$ cat src/rtl/fpga_stream_pkg.sv
// Shared register map, CTRL/STAT bit positions and FSM encoding for fpga_data_sink.
package fpga_stream_pkg;

  localparam logic [1:0] ADDR_CTRL = 2'd0;
  localparam logic [1:0] ADDR_STAT = 2'd1;
  localparam logic [1:0] ADDR_DATA = 2'd2;
  localparam logic [1:0] ADDR_INFO = 2'd3;

  localparam int CTRL_ARM       = 0;
  localparam int CTRL_FLUSH     = 1;
  localparam int CTRL_LIMIT_LSB = 16;

  localparam int STAT_ARMED     = 0;
  localparam int STAT_DONE      = 1;
  localparam int STAT_EMPTY     = 2;
  localparam int STAT_FULL      = 3;
  localparam int STAT_TLAST     = 4;
  localparam int STAT_LEVEL_LSB = 16;

  typedef enum logic [1:0] {
    ST_IDLE  = 2'b00,
    ST_ARMED = 2'b01,
    ST_DONE  = 2'b10
  } state_t;

  // Byte counter holds at all-ones instead of wrapping.
  function automatic logic [15:0] sat_inc16(input logic [15:0] v);
    return (v == 16'hFFFF) ? v : v + 16'd1;
  endfunction

endpackage

$ cat src/rtl/fpga_data_sink_fifo.sv
// Synchronous first-word-fall-through byte FIFO with push, pop, flush, level, empty and full.
module fpga_data_sink_fifo #(
  parameter int DEPTH = 64,
  parameter int AW    = $clog2(DEPTH)
) (
  input  logic         clk,
  input  logic         reset,
  input  logic         push,
  input  logic [7:0]   push_data,
  input  logic         pop,
  input  logic         flush,
  output logic [7:0]   head,
  output logic [AW:0]  level,
  output logic         empty,
  output logic         full
);

  logic [7:0]    mem [DEPTH];
  logic [AW-1:0] wr_ptr;
  logic [AW-1:0] rd_ptr;
  logic          do_push;
  logic          do_pop;

  assign empty   = (level == '0);
  assign full    = (level == (AW+1)'(DEPTH));
  assign head    = mem[rd_ptr];
  assign do_push = push && !full && !flush;
  assign do_pop  = pop && !empty && !flush;

  always_ff @(posedge clk) begin
    if (do_push) mem[wr_ptr] <= push_data;
  end

  // Flush wins over any concurrent pop; the storage itself is left as is.
  always_ff @(posedge clk) begin
    if (reset || flush) begin
      wr_ptr <= '0;
      rd_ptr <= '0;
      level  <= '0;
    end else begin
      if (do_push) wr_ptr <= wr_ptr + AW'(1);
      if (do_pop)  rd_ptr <= rd_ptr + AW'(1);
      case ({do_push, do_pop})
        2'b10:   level <= level + (AW+1)'(1);
        2'b01:   level <= level - (AW+1)'(1);
        default: level <= level;
      endcase
    end
  end

endmodule

$ cat src/rtl/fpga_data_sink.sv
// Byte-stream capture sink: AXI4-Stream bytes into a FIFO, drained and controlled over Avalon-MM.
// Optional checksum logic is built only when FPGA_DATA_SINK_CSUM_EN is defined.
module fpga_data_sink
  import fpga_stream_pkg::*;
#(
  parameter int FIFO_DEPTH = 64
) (
  input  logic        clk,
  input  logic        reset,
  input  logic [1:0]  avs_address,
  input  logic        avs_chipselect,
  input  logic        avs_read,
  input  logic        avs_write_n,
  input  logic [31:0] avs_writedata,
  output logic [31:0] avs_readdata,
  input  logic [7:0]  axis4_s_tdata,
  input  logic        axis4_s_tvalid,
  input  logic        axis4_s_tlast,
  output logic        axis4_s_tready,
  output logic [1:0]  dbg_state
);

  localparam int AW = $clog2(FIFO_DEPTH);

  state_t      state;
  logic [31:0] ctrl;
  logic [15:0] count;
  logic [15:0] csum;
  logic        tlast_seen;
  logic [7:0]  head;
  logic [AW:0] level;
  logic        empty;
  logic        full;

  logic ctrl_wr, flush_wr, arm_start, pop, accept, hit_limit;
  logic [15:0] next_count;

  assign ctrl_wr    = avs_chipselect && !avs_write_n && (avs_address == ADDR_CTRL);
  assign flush_wr   = ctrl_wr && avs_writedata[CTRL_FLUSH];
  assign arm_start  = ctrl_wr && avs_writedata[CTRL_ARM] && (state != ST_ARMED);
  assign pop        = avs_chipselect && avs_read && (avs_address == ADDR_DATA);
  assign axis4_s_tready = (state == ST_ARMED) && !full && !flush_wr;
  assign accept     = axis4_s_tvalid && axis4_s_tready;
  assign next_count = sat_inc16(count);
  assign hit_limit  = (ctrl[CTRL_LIMIT_LSB +: 16] != 16'd0) &&
                      (next_count == ctrl[CTRL_LIMIT_LSB +: 16]);
  assign dbg_state  = state;

  fpga_data_sink_fifo #(.DEPTH(FIFO_DEPTH), .AW(AW)) u_fifo (
    .clk       (clk),
    .reset     (reset),
    .push      (accept),
    .push_data (axis4_s_tdata),
    .pop       (pop),
    .flush     (flush_wr),
    .head      (head),
    .level     (level),
    .empty     (empty),
    .full      (full)
  );

  // Flush is a strobe, so it is never stored; arm drops by itself when capture completes.
  always_ff @(posedge clk) begin
    if (reset) begin
      state      <= ST_IDLE;
      ctrl       <= '0;
      count      <= '0;
      tlast_seen <= 1'b0;
    end else begin
      if (ctrl_wr) ctrl <= avs_writedata & ~(32'h1 << CTRL_FLUSH);
      case (state)
        ST_ARMED: begin
          if (accept) begin
            count <= next_count;
            if (axis4_s_tlast) tlast_seen <= 1'b1;
          end
          if (ctrl_wr && !avs_writedata[CTRL_ARM]) begin
            state <= ST_IDLE;
          end else if (accept && (axis4_s_tlast || hit_limit)) begin
            state          <= ST_DONE;
            ctrl[CTRL_ARM] <= 1'b0;
          end
        end
        default: begin
          if (arm_start) begin
            state      <= ST_ARMED;
            count      <= '0;
            tlast_seen <= 1'b0;
          end
        end
      endcase
    end
  end

`ifdef FPGA_DATA_SINK_CSUM_EN
  always_ff @(posedge clk) begin
    if (reset || arm_start) csum <= '0;
    else if (accept)        csum <= csum + {8'h00, axis4_s_tdata};
  end
`else
  assign csum = '0;
`endif

  always_comb begin
    avs_readdata = '0;
    case (avs_address)
      ADDR_CTRL: avs_readdata = ctrl;
      ADDR_STAT: begin
        avs_readdata[STAT_ARMED] = (state == ST_ARMED);
        avs_readdata[STAT_DONE]  = (state == ST_DONE);
        avs_readdata[STAT_EMPTY] = empty;
        avs_readdata[STAT_FULL]  = full;
        avs_readdata[STAT_TLAST] = tlast_seen;
        avs_readdata[STAT_LEVEL_LSB +: 16] = 16'(level);
      end
      ADDR_DATA: if (!empty) avs_readdata[7:0] = head;
      ADDR_INFO: avs_readdata = {csum, count};
      default:   avs_readdata = '0;
    endcase
  end

endmodule
$ cat config.mk
export PLATFORM = sky130hd
export DESIGN_NAME = fpga_data_sink
export DESIGN_NICKNAME = d
export VERILOG_FILES = /design/src/rtl/fpga_stream_pkg.sv /design/src/rtl/fpga_data_sink_fifo.sv /design/src/rtl/fpga_data_sink.sv
export SDC_FILE = /design/constraint.sdc
export NUM_CORES = 1
export LEC_CHECK = 0
export ABC_AREA = 0
export CORE_MARGIN = 2
export CORE_UTILIZATION = 66
export DETAILED_ROUTE_END_ITERATION = 7
export GPL_TIMING_DRIVEN = 1
export HOLD_SLACK_MARGIN = 0.03
export PLACE_DENSITY = 0.95
export SYNTH_ARGS = -nofsm -noshare
export SYNTH_HDL_FRONTEND = slang
export SYNTH_SLANG_ARGS = --single-unit
$ cat constraint.sdc
create_clock -name clk -period 11.9 [get_ports clk]
set_clock_uncertainty 0.1 [all_clocks]
set_input_delay 1.785 -clock clk [delete_from_list [all_inputs] [get_ports clk]]
set_output_delay 1.785 -clock clk [all_outputs]
set_load 0.01 [all_outputs]
* After elaboration in Yosys (flattened, before gate mapping)
Memory sizes are Yosys's and may differ from the RTL's. A register that Yosys moved wholly into a read port is not among the register bits.
Index checks and enable logic that the tools add are counted.
W data, S select, Z words.
** Word-level totals
- Logic and storage cells :: 86
- Memory bits (writable) :: 512
- Bits in registers :: 69
- Output and inout port bits :: 35
- Bits of input ports :: 49
- Memories kept :: 1
** Cells by class
- Equality and inequality tests :: 14
- Muxes and demuxes :: 26
- Reductions and logical operators :: 32
- $add $sub $neg :: 5
** Memory list
- u_fifo.mem :: words 64, width 8, rd ports 1, clocked after memory_dff 1, wr ports 1, RTL line fpga_data_sink_fifo.sv:18 : logic [7:0] mem [DEPTH];
** Operators by type and width (number)
- $mux W16 :: 4
- $pmux W16 S2 :: 1
- $pmux W5 S4 :: 1
- $logic_and A1 B1 Y1 :: 17
- $add A16 B1 Y16 const B :: 1
- $eq A16 B16 Y1 :: 1
- $eq A16 B16 Y1 const B :: 1
- $pmux W8 S2 :: 1
- $reduce_bool A16 Y1 :: 1
- $pmux W7 S2 :: 1
- $add A6 B1 Y6 const B :: 2
- $mux W6 :: 2
- $mux W1 :: 10
- $pmux W3 S3 :: 1
- $eq A2 B2 Y1 const B :: 4
- $mux W2 :: 4
- $mux W8 :: 1
- $add A7 B1 Y7 const B :: 1
- $eq A7 B7 Y1 const B :: 1
- $logic_not A7 Y1 :: 1
- $sub A7 B1 Y7 const B :: 1
- $eq A2 B1 Y1 const B :: 3
- $logic_not A1 Y1 :: 5
- $ne A2 B2 Y1 const B :: 2
- 7 further kinds :: 10

* Longest topological paths before layout
Gate-level depths: netlist (run 1).
- Depth after elaboration :: 11
- Depth in mapped cells :: 19
- Mapped depth without buffers :: 16

* By module
Synthesis (run 1) repeated with hierarchy kept, for this count alone.
** Unflattened totals
- Cell total of the unflattened synthesis :: 1530
- Area, all modules :: 24501.0 µm²
** By module, submodules not included
- fpga_data_sink_fifo :: cells an instance 1083, sequential area each 15875.2 µm², area an instance 21214.1 µm², instances 1
- fpga_data_sink :: cells an instance 447, sequential area each 1001.0 µm², area an instance 3286.9 µm², instances 1

* Least setup slack after synthesis (run 1)
OpenSTA, ideal clock, no wires.
- Path kind :: input -> register
- Start :: in avs_address[0]
- End :: reg u_fifo.level[6]
- Buffers on the path :: 3
- Cell stages on the path :: 19
- Slack :: 6.471 ns
- Library setup time :: 0.071 ns
- Arrival :: 5.259 ns
- Data required time :: 11.729 ns
- Cells stage by stage :: inv_1 ha_1 and4b_1 a311oi_1 and2_1 clkbuf_1 inv_1 buf_1 ha_1 buf_1 xor2_1 ha_1 and3b_1 o21ai_0 a31oi_1 o21ai_0 o31ai_1 or3_1 a21oi_1
** Between the ends
- Longest elaborated chain between the ends :: 10
- Elaborated cells on any way between the ends :: 17
- Classes of those cells :: eq/ne: 3; mux: 1; reduce/logical: 13
** Ends and longest elaborated chain
- start: declaration :: RTL line fpga_data_sink.sv:10 : input logic [1:0] avs_address,
- $logic_not A2 Y1 (*) :: RTL line fpga_data_sink.sv:38 : assign ctrl_wr = avs_chipselect && !avs_write_n && (avs_address == ADDR_CTRL);
- $logic_and A1 B1 Y1 (*) :: RTL line fpga_data_sink.sv:38
- $logic_and A1 B1 Y1 (*) :: RTL line fpga_data_sink.sv:39 : assign flush_wr = ctrl_wr && avs_writedata[CTRL_FLUSH];
- $logic_not A1 Y1 (*) :: RTL line fpga_data_sink.sv:42 : assign axis4_s_tready = (state == ST_ARMED) && !full && !flush_wr;
- $logic_and A1 B1 Y1 (*) :: RTL line fpga_data_sink.sv:42
- net axis4_s_tready :: RTL line fpga_data_sink.sv:19 : output logic axis4_s_tready,
- $logic_and A1 B1 Y1 (*) :: RTL line fpga_data_sink.sv:43 : assign accept = axis4_s_tvalid && axis4_s_tready;
- $logic_and A1 B1 Y1 (*) (2 in series) :: RTL line fpga_data_sink_fifo.sv:27 : assign do_push = push && !full && !flush;
- $eq A2 B1 Y1 or $eq A2 B2 Y1 (tied branches) :: RTL line fpga_data_sink_fifo.sv:43 : case ({do_push, do_pop})
- $pmux W7 S2 or $reduce_bool A2 Y1 (tied branches)
- end signal: assignment :: RTL line fpga_data_sink_fifo.sv:44 : 2'b10: level <= level + (AW+1)'(1);
- end signal: assignment :: RTL line fpga_data_sink_fifo.sv:45 : 2'b01: level <= level - (AW+1)'(1);
- end signal: assignment :: RTL line fpga_data_sink_fifo.sv:46 : default: level <= level;
- end: declaration :: RTL line fpga_data_sink_fifo.sv:13 : output logic [AW:0] level,
Mark *: on every way through the listed nets, which the timed path passes. The rest lies on a longest branch.
A chain may end at the register's enable or synchronous reset.

==> flow_summary.json, run 1 <==
{
  "post-synth-top-count-cell": "edfxtp_1",
  "final-hold-violation-count": 0,
  "period_needed_ns": 7.17,
  "cts_hold_buf": 0,
  "fp.dieW_um": 195,
  "max-cap-violations": 0,
  "fmax_mhz": 139,
  "global_route.usage.total_pct": 36.4,
  "nFillCells": 1805,
  "met3RoutedLength_um": 8380,
  "crit_fanout": 49,
  "layout.core_utilization_pct": 75.5,
  "clkSlewWorstSetupHoldPaths_ns": 0.06,
  "leakagePower_nw": 8.25,
  "switching_share_of_power_pct": 21.0,
  "clock_power_share_pct": 43.9,
  "numClockSinks": 587,
  "drt_iter0_markers": 2483,
  "report.final.setup_viol": 0,
  "tritoncts_buffer_count": 56,
  "p_comb_share_pct": 1.9,
  "worstPathBufferInverterCount": 2,
  "avgSynthCellArea_um2": 17.4,
  "area_growth_syn_to_layout_pct": 12.0,
  "ctsRootBufferMaster": "clkbuf_16",
  "cp_data_arrival_time_ns": 5.28,
  "clk_latency_ns": 0.61,
  "holdCritPathClass": "flop to flop",
  "netlist_instances": 1385,
  "ioPinCount": 84,
  "place_inst": 1851,
  "area_taken_by_multi_input_logic_gates_um2": 6800,
  "powerDensity_nw_per_um2": 153,
  "route.vias.total": 14470,
  "post_synth_main_area_contributors": "edfxtp_1, mux4_2, dfxtp_1",
  "synth_async_sr_flop_share_pct": 0,
  "cts_max_path_buffers": 3,
  "first_pass_iters": 7,
  "synth_warnings": 0,
  "grt_pass1_wl_um": 99000,
  "timing.critical_path.max_delay_family": "multiplexers",
  "yosys.area.top_type_share_pct": 63.8,
  "area.sequential_um2": 16900,
  "initial_utilization_pct": 67.4,
  "drive_gt1_share_pct": 19.2,
  "post-synth-top-area-cell": "edfxtp_1",
  "gr-total-overflow": 0,
  "drc": 0,
  "ys.flop_type": "edfxtp_1",
  "avgRoutedWirePerCell_um": 34.4,
  "seq_power_share_pct": 54.2,
  "synthesis.area_um2": 24100,
  "synth_edf_count": 512,
  "critical_path_class": "flop to output pin",
  "met2RoutedLength_um": 33000,
  "syn-num-nets": 1446,
  "yosysUniqueCellTypes": 62,
  "rsz0062_at_grt": "no",
  "drt-met1-wl_um": 22600,
  "end_kind": "output pin",
  "topRoutingLayerUsed": "met4",
  "cts_max_level": 2,
  "synth_commonest_cells": "edfxtp_1, mux4_2, nor2_1, nand2_1, dfxtp_1",
  "grt_antenna_before_repair": 0,
  "crit_chain": "buf_4 > mux4_2 > mux4_2 > mux4_2 > a222oi_1 > nor2_1 > clkdlybuf4s50_1",
  "maxSlewHeadroom_pct": 5.65,
  "synth_seq_cells": 587,
  "grt_max_degree": 66,
  "layoutNonFillerInstCount": 1955,
  "portBuffers": 83,
  "totalNegativeSetupSlack_ns": 0,
  "site_rows": 69,
  "intPower_w": 0.00327,
  "first_global_vias": 14120,
  "cts_setup_buffers": 0,
  "critical_path.slowest_cell": "dfxtp_4",
  "die_height_um": 195,
  "gp_congestion": 0.916,
  "power.ir.vdd_worst_mv": 0.217,
  "status": "finished clean",
  "area_of_the_core_um2": 35700,
  "hold_slack_ns": 0.356,
  "worst_path_largest_cell_delay_ns": 0.96,
  "report.final.slew_viol_count": 0,
  "worst_path_most_repeated_cell": "mux4_2",
  "hpwl_um": 37300,
  "vias_per_cell": 7.40,
  "cp_data_required_time_ns": 10.02,
  "tritoncts": "yes",
  "die_area_um2": 38000,
  "timing.final.crit_share_pct": 60.3,
  "tightestPinTransition_ns": 1.42,
  "power.net_switching_w": 0.000868,
  "worst_setup_path_start_kind": "flop",
  "routed_wl_um": 67200,
  "number_of_nets_in_the_finished_design": 1509,
  "ys_seq_area_share_pct": 70.1,
  "cts_resized": 0,
  "antenna_violating_nets_post_route": 0
}
==> registers in the layout, indices dropped and copies added (netlist names), named ones only <==
signal	count
count	16
dbg_state	2
u_fifo.rd_ptr	6
u_fifo.level	7
tlast_seen	1
ctrl	31
u_fifo.wr_ptr	6
u_fifo.mem	512
==> layout make-up <==
cell class	instances	share of cell area, %
flip-flops and latches	587	62.6
repair buffers	96	3.29
clock inverters	35	1.12
inverters	7	0.0974
multi-input cells	700	25.2
well taps	461	2.14
diodes	1	0.00928
clock buffers	68	5.56
==> kinds of logic after synthesis <==
| kind of cell | after synthesis | synth area share, % |
|---|---|---|
| flip-flops | 587 | 70.1 |
| AND/OR/NAND/NOR | 348 | 6.98 |
| multiplexers | 174 | 16.0 |
| AO/OA/AOI/OAI | 138 | 3.64 |
| buffers and inverters | 98 | 1.70 |
| XOR/XNOR | 28 | 1.02 |
| adder cells (fa/ha/maj) | 12 | 0.623 |
==> per-layer routing <==
metal	global-route usage, %	vias up
met5	0	-
met4	14.7	0
met3	8.70	223
met2	58.8	1331
met1	48.5	7264
li1	-	5652
==> per-stage QoR <==
| stage | setup slack [ns] | cell area (µm²) | total power (W) |
|---|---|---|---|
| 2_1_floorplan | 6.47 | 24100 | 0.00231 |
| 3_3_place_gp | 5.42 | 25200 | 0.00235 |
| 3_5_place_dp | 5.31 | 25200 | 0.00236 |
| 4_1_cts | 4.70 | 27000 | 0.00413 |
| 5_1_grt | 4.47 | 27000 | 0.00420 |
| 6_report | 4.73 | 27000 | 0.00413 |
==> worst register-to-register path, stage by stage, from the launching register on <==
cell,delay [ns]
dfxtp_1,0.52
nor4_1,0.11
a311oi_1,0.35
and2_1,0.18
buf_4,0.30
inv_1,0.12
buf_4,0.24
nor2_1,0.34
nand3_1,0.53
nor2_1,0.97
==> power by group through the flow <==
stage | sequential, W | combinational [W] | clock, W
finish | 0.00224 | 0.0000792 | 0.00181
global route | 0.00224 | 0.0000831 | 0.00188
CTS | 0.00224 | 0.0000773 | 0.00181
detailed placement | 0.00228 | 0.0000756 | 0
global placement | 0.00228 | 0.0000709 | 0
floorplan | 0.00228 | 0.0000220 | 0
==> cells in the final DEF (no fill, tap or decap), types with 17 or more instances in the layout <==
master           count
nand2_1            105
o21ai_0             20
clkdlybuf4s50_1     75
clkbuf_16           57
dfxtp_1             72
nor2_1             121
edfxtp_1           512
mux4_2             168
a21oi_1             57
xor2_1              17
==> path summary, 6_finish.rpt <==
path	cells after the start	start	slack [ns]	endpoint
min reg2reg	2	ctrl[12]	0.36	ctrl[12]
min	2	ctrl[12]	0.36	ctrl[12]
max	7	flop	4.73	avs_readdata[1]
max reg2reg	9	u_fifo.level[2]	7.76	u_fifo.mem[11][4]
Note: power is estimated with default switching activity, not from simulation.
==> run 2, diff against run 1 <==
--- a/config.mk
+++ b/config.mk
@@ -7,11 +7,11 @@
 export LEC_CHECK = 0
 export ABC_AREA = 0
 export CORE_MARGIN = 2
-export CORE_UTILIZATION = 66
+export CORE_UTILIZATION = 61
 export DETAILED_ROUTE_END_ITERATION = 7
 export GPL_TIMING_DRIVEN = 1
 export HOLD_SLACK_MARGIN = 0.03
-export PLACE_DENSITY = 0.95
+export PLACE_DENSITY = 0.91
 export SYNTH_ARGS = -nofsm -noshare
 export SYNTH_HDL_FRONTEND = slang
 export SYNTH_SLANG_ARGS = --single-unit
==> constraint.sdc (replaced) <==
create_clock -name clk -period 7.2 [get_ports clk]
set_clock_uncertainty 0.1 [all_clocks]
set_input_delay 1.08 -clock clk [delete_from_list [all_inputs] [get_ports clk]]
set_output_delay 1.08 -clock clk [all_outputs]
set_load 0.01 [all_outputs]
==> run 2 against run 1 <==
  * Non-clock buffer count grew 6
  * Global-route usage shrank 4.3 points
  * Hold slack gained 0.0060 ns
  * Sequential power grew 65%
  * Via count shrank 2.5%
  * Register-to-register slack lost 4.7 ns
  * First-iteration DRC count shrank 20%
  * Wire length shrank 4.8%
  * Worst setup slack lost 3.5 ns
  * Die area grew 8.0%
  * Critical endpoint is now avs_readdata[7]
==> flow_summary.json, run 2 (synthesized netlist as in run 1, its figures left out) <==
{
  "die_height_um": 203,
  "route.vias.total": 14102,
  "ctsRootBufferMaster": "clkbuf_16",
  "tritoncts": "yes",
  "leakagePower_nw": 8.44,
  "cts_resized": 0,
  "holdCritPathClass": "flop to flop",
  "ioPinCount": 84,
  "timing.final.crit_share_pct": 83.0,
  "final_cell_mix": "edfxtp_1, mux4_2, nor2_1, nand2_1, clkdlybuf4s50_1",
  "vias_per_cell": 6.97,
  "top_register": "u_fifo.mem",
  "final.setup.worst_slack_ns": 1.23,
  "layoutNonFillerInstCount": 2022,
  "initial_utilization_pct": 62.0,
  "clk_latency_ns": 0.63,
  "routed_wl_um": 64000,
  "worst_hold_startpoint": "ctrl[13]",
  "first_global_vias": 14149,
  "antenna_violating_nets_post_route": 0,
  "die_area_um2": 41100,
  "maxSlewHeadroom_pct": 7.23,
  "numClockSinks": 587,
  "gp_congestion": 0.924,
  "timing.rr.end": "u_fifo.level[6]",
  "powerDensity_nw_per_um2": 264,
  "placed_area_um2": 25300,
  "layout.cells.most_common": "edfxtp_1",
  "cp_data_required_time_ns": 6.02,
  "area_growth_syn_to_layout_pct": 14.1,
  "portBuffers": 83,
  "tightestPinTransition_ns": 1.39,
  "drt_iter0_markers": 1992,
  "area_of_the_core_um2": 38800,
  "largest_register_ffs": 512,
  "clkSlewWorstSetupHoldPaths_ns": 0.07,
  "number_of_nets_in_the_finished_design": 1516,
  "worst-r2r-setup-slack_ns": 3.09,
  "final-hold-violation-count": 0,
  "cts_hold_buf": 0,
  "end_kind": "output pin",
  "power.ir.vdd_worst_mv": 0.345,
  "cts_max_level": 2,
  "fp.dieW_um": 203,
  "grt_max_degree": 65,
  "critical_path_class": "flop to output pin",
  "status": "finished clean",
  "report.final.slew_viol_count": 0,
  "global_route.usage.total_pct": 32.1,
  "worstRegToRegCells": 16,
  "finalInstanceArea_um2": 27500,
  "cts_max_path_buffers": 3,
  "worst_hold_path.num_cells": 2,
  "largest_registers": "u_fifo.mem x512, ctrl x31, count x16",
  "max-cap-violations": 0,
  "fmax_mhz": 167,
  "totalNegativeSetupSlack_ns": 0,
  "gr-total-overflow": 0,
  "grt_antenna_before_repair": 1,
  "site_rows": 72,
  "drive_gt1_share_pct": 20.0,
  "hpwl_um": 35900,
  "first_pass_iters": 6,
  "whs_endpoint": "ctrl[13]",
  "tritoncts_buffer_count": 57,
  "place_inst": 1914,
  "avgRoutedWirePerCell_um": 31.6,
  "rsz0062_at_grt": "no",
  "place_ws_ns": 1.25,
  "cp_data_arrival_time_ns": 4.79,
  "drc": 0,
  "period_needed_ns": 5.97,
  "crit-reg2reg-launch": "u_fifo.level[1]",
  "report.final.setup_viol": 0,
  "cts_setup_buffers": 0,
  "crit_fanout": 40,
  "grt_pass1_wl_um": 95400,
  "worst_setup_path_start_kind": "flop",
  "hold_slack_ns": 0.362
}
==> run 2: cell count changes in the layout (fill, tap and decap cells not counted), moves of 2 or more <==
cell | before | now
clkinv_2 | 11 | 6
bufinv_16 | 5 | 14
buf_12 | 0 | 3
clkinv_1 | 13 | 3
clkbuf_16 | 57 | 59
buf_4 | 13 | 16
clkbuf_1 | 7 | 12
clkinv_4 | 0 | 3
==> run 2: report_power, final <==
part           switching (W)  internal (W)  leakage [nW]  total (W)
logic              0.0000920     0.0000407          2.20   0.000133
clock network        0.00137       0.00205          1.04    0.00341
registers         0.00000552       0.00370          5.21    0.00370
==> run 2: per-layer routing <==
| layer | up-vias | part of all wire (%) | global-route usage [%] |
|---|---|---|---|
| met5 | - | 0.058 | 0 |
| met4 | 2 | 4.4 | 12.3 |
| li1 | 5677 | - | - |
| met2 | 1176 | 50 | 53.7 |
| met1 | 7045 | 35 | 41.8 |
| met3 | 202 | 11 | 6.95 |
==> run 2: critical path, stage by stage (launching register included) <==
cell and delay, ns:
dfxtp_4 0.92, buf_4 0.44, mux4_2 0.60, mux4_2 0.55, mux4_2 0.55, a222oi_1 0.45
nor2_1 0.10, clkdlybuf4s50_1 0.50
==> run 2: worst max-delay path by stage <==
stage                   start         endpoint  slack [ns]  cells past startpoint
4_1_cts                  flop  avs_readdata[0]        1.15                      7
2_1_floorplan  avs_address[0]  u_fifo.level[6]        2.48                     19
5_1_grt                  flop  avs_readdata[7]        0.98                      7
3_5_place_dp   avs_address[0]  u_fifo.level[6]        1.25                     19
3_3_place_gp   avs_address[0]  u_fifo.level[6]        1.44                     19
6_report                 flop  avs_readdata[7]        1.23                      7
==> run 2: area by class of cell <==
type | count | area, µm²
Tap cell | 518 | 648
Clock buffer | 73 | 1550
Antenna cell | 1 | 2.50
Multi-Input combinational cell | 700 | 6800
Timing Repair Buffer | 102 | 971
Sequential cell | 587 | 16900
Fill cell | 2198 | 11400
Clock inverter | 34 | 591
Inverter | 7 | 26.3
==> run 2: per-stage QoR <==
| step | utilization [%] | total power [W] |
|---|---|---|
| detailed placement | 65.2 | 0.00390 |
| floorplan | - | 0.00381 |
| finish | 70.7 | 0.00725 |
| global placement | 65.2 | 0.00390 |
| global route | 70.7 | 0.00738 |
| CTS | 70.7 | 0.00727 |
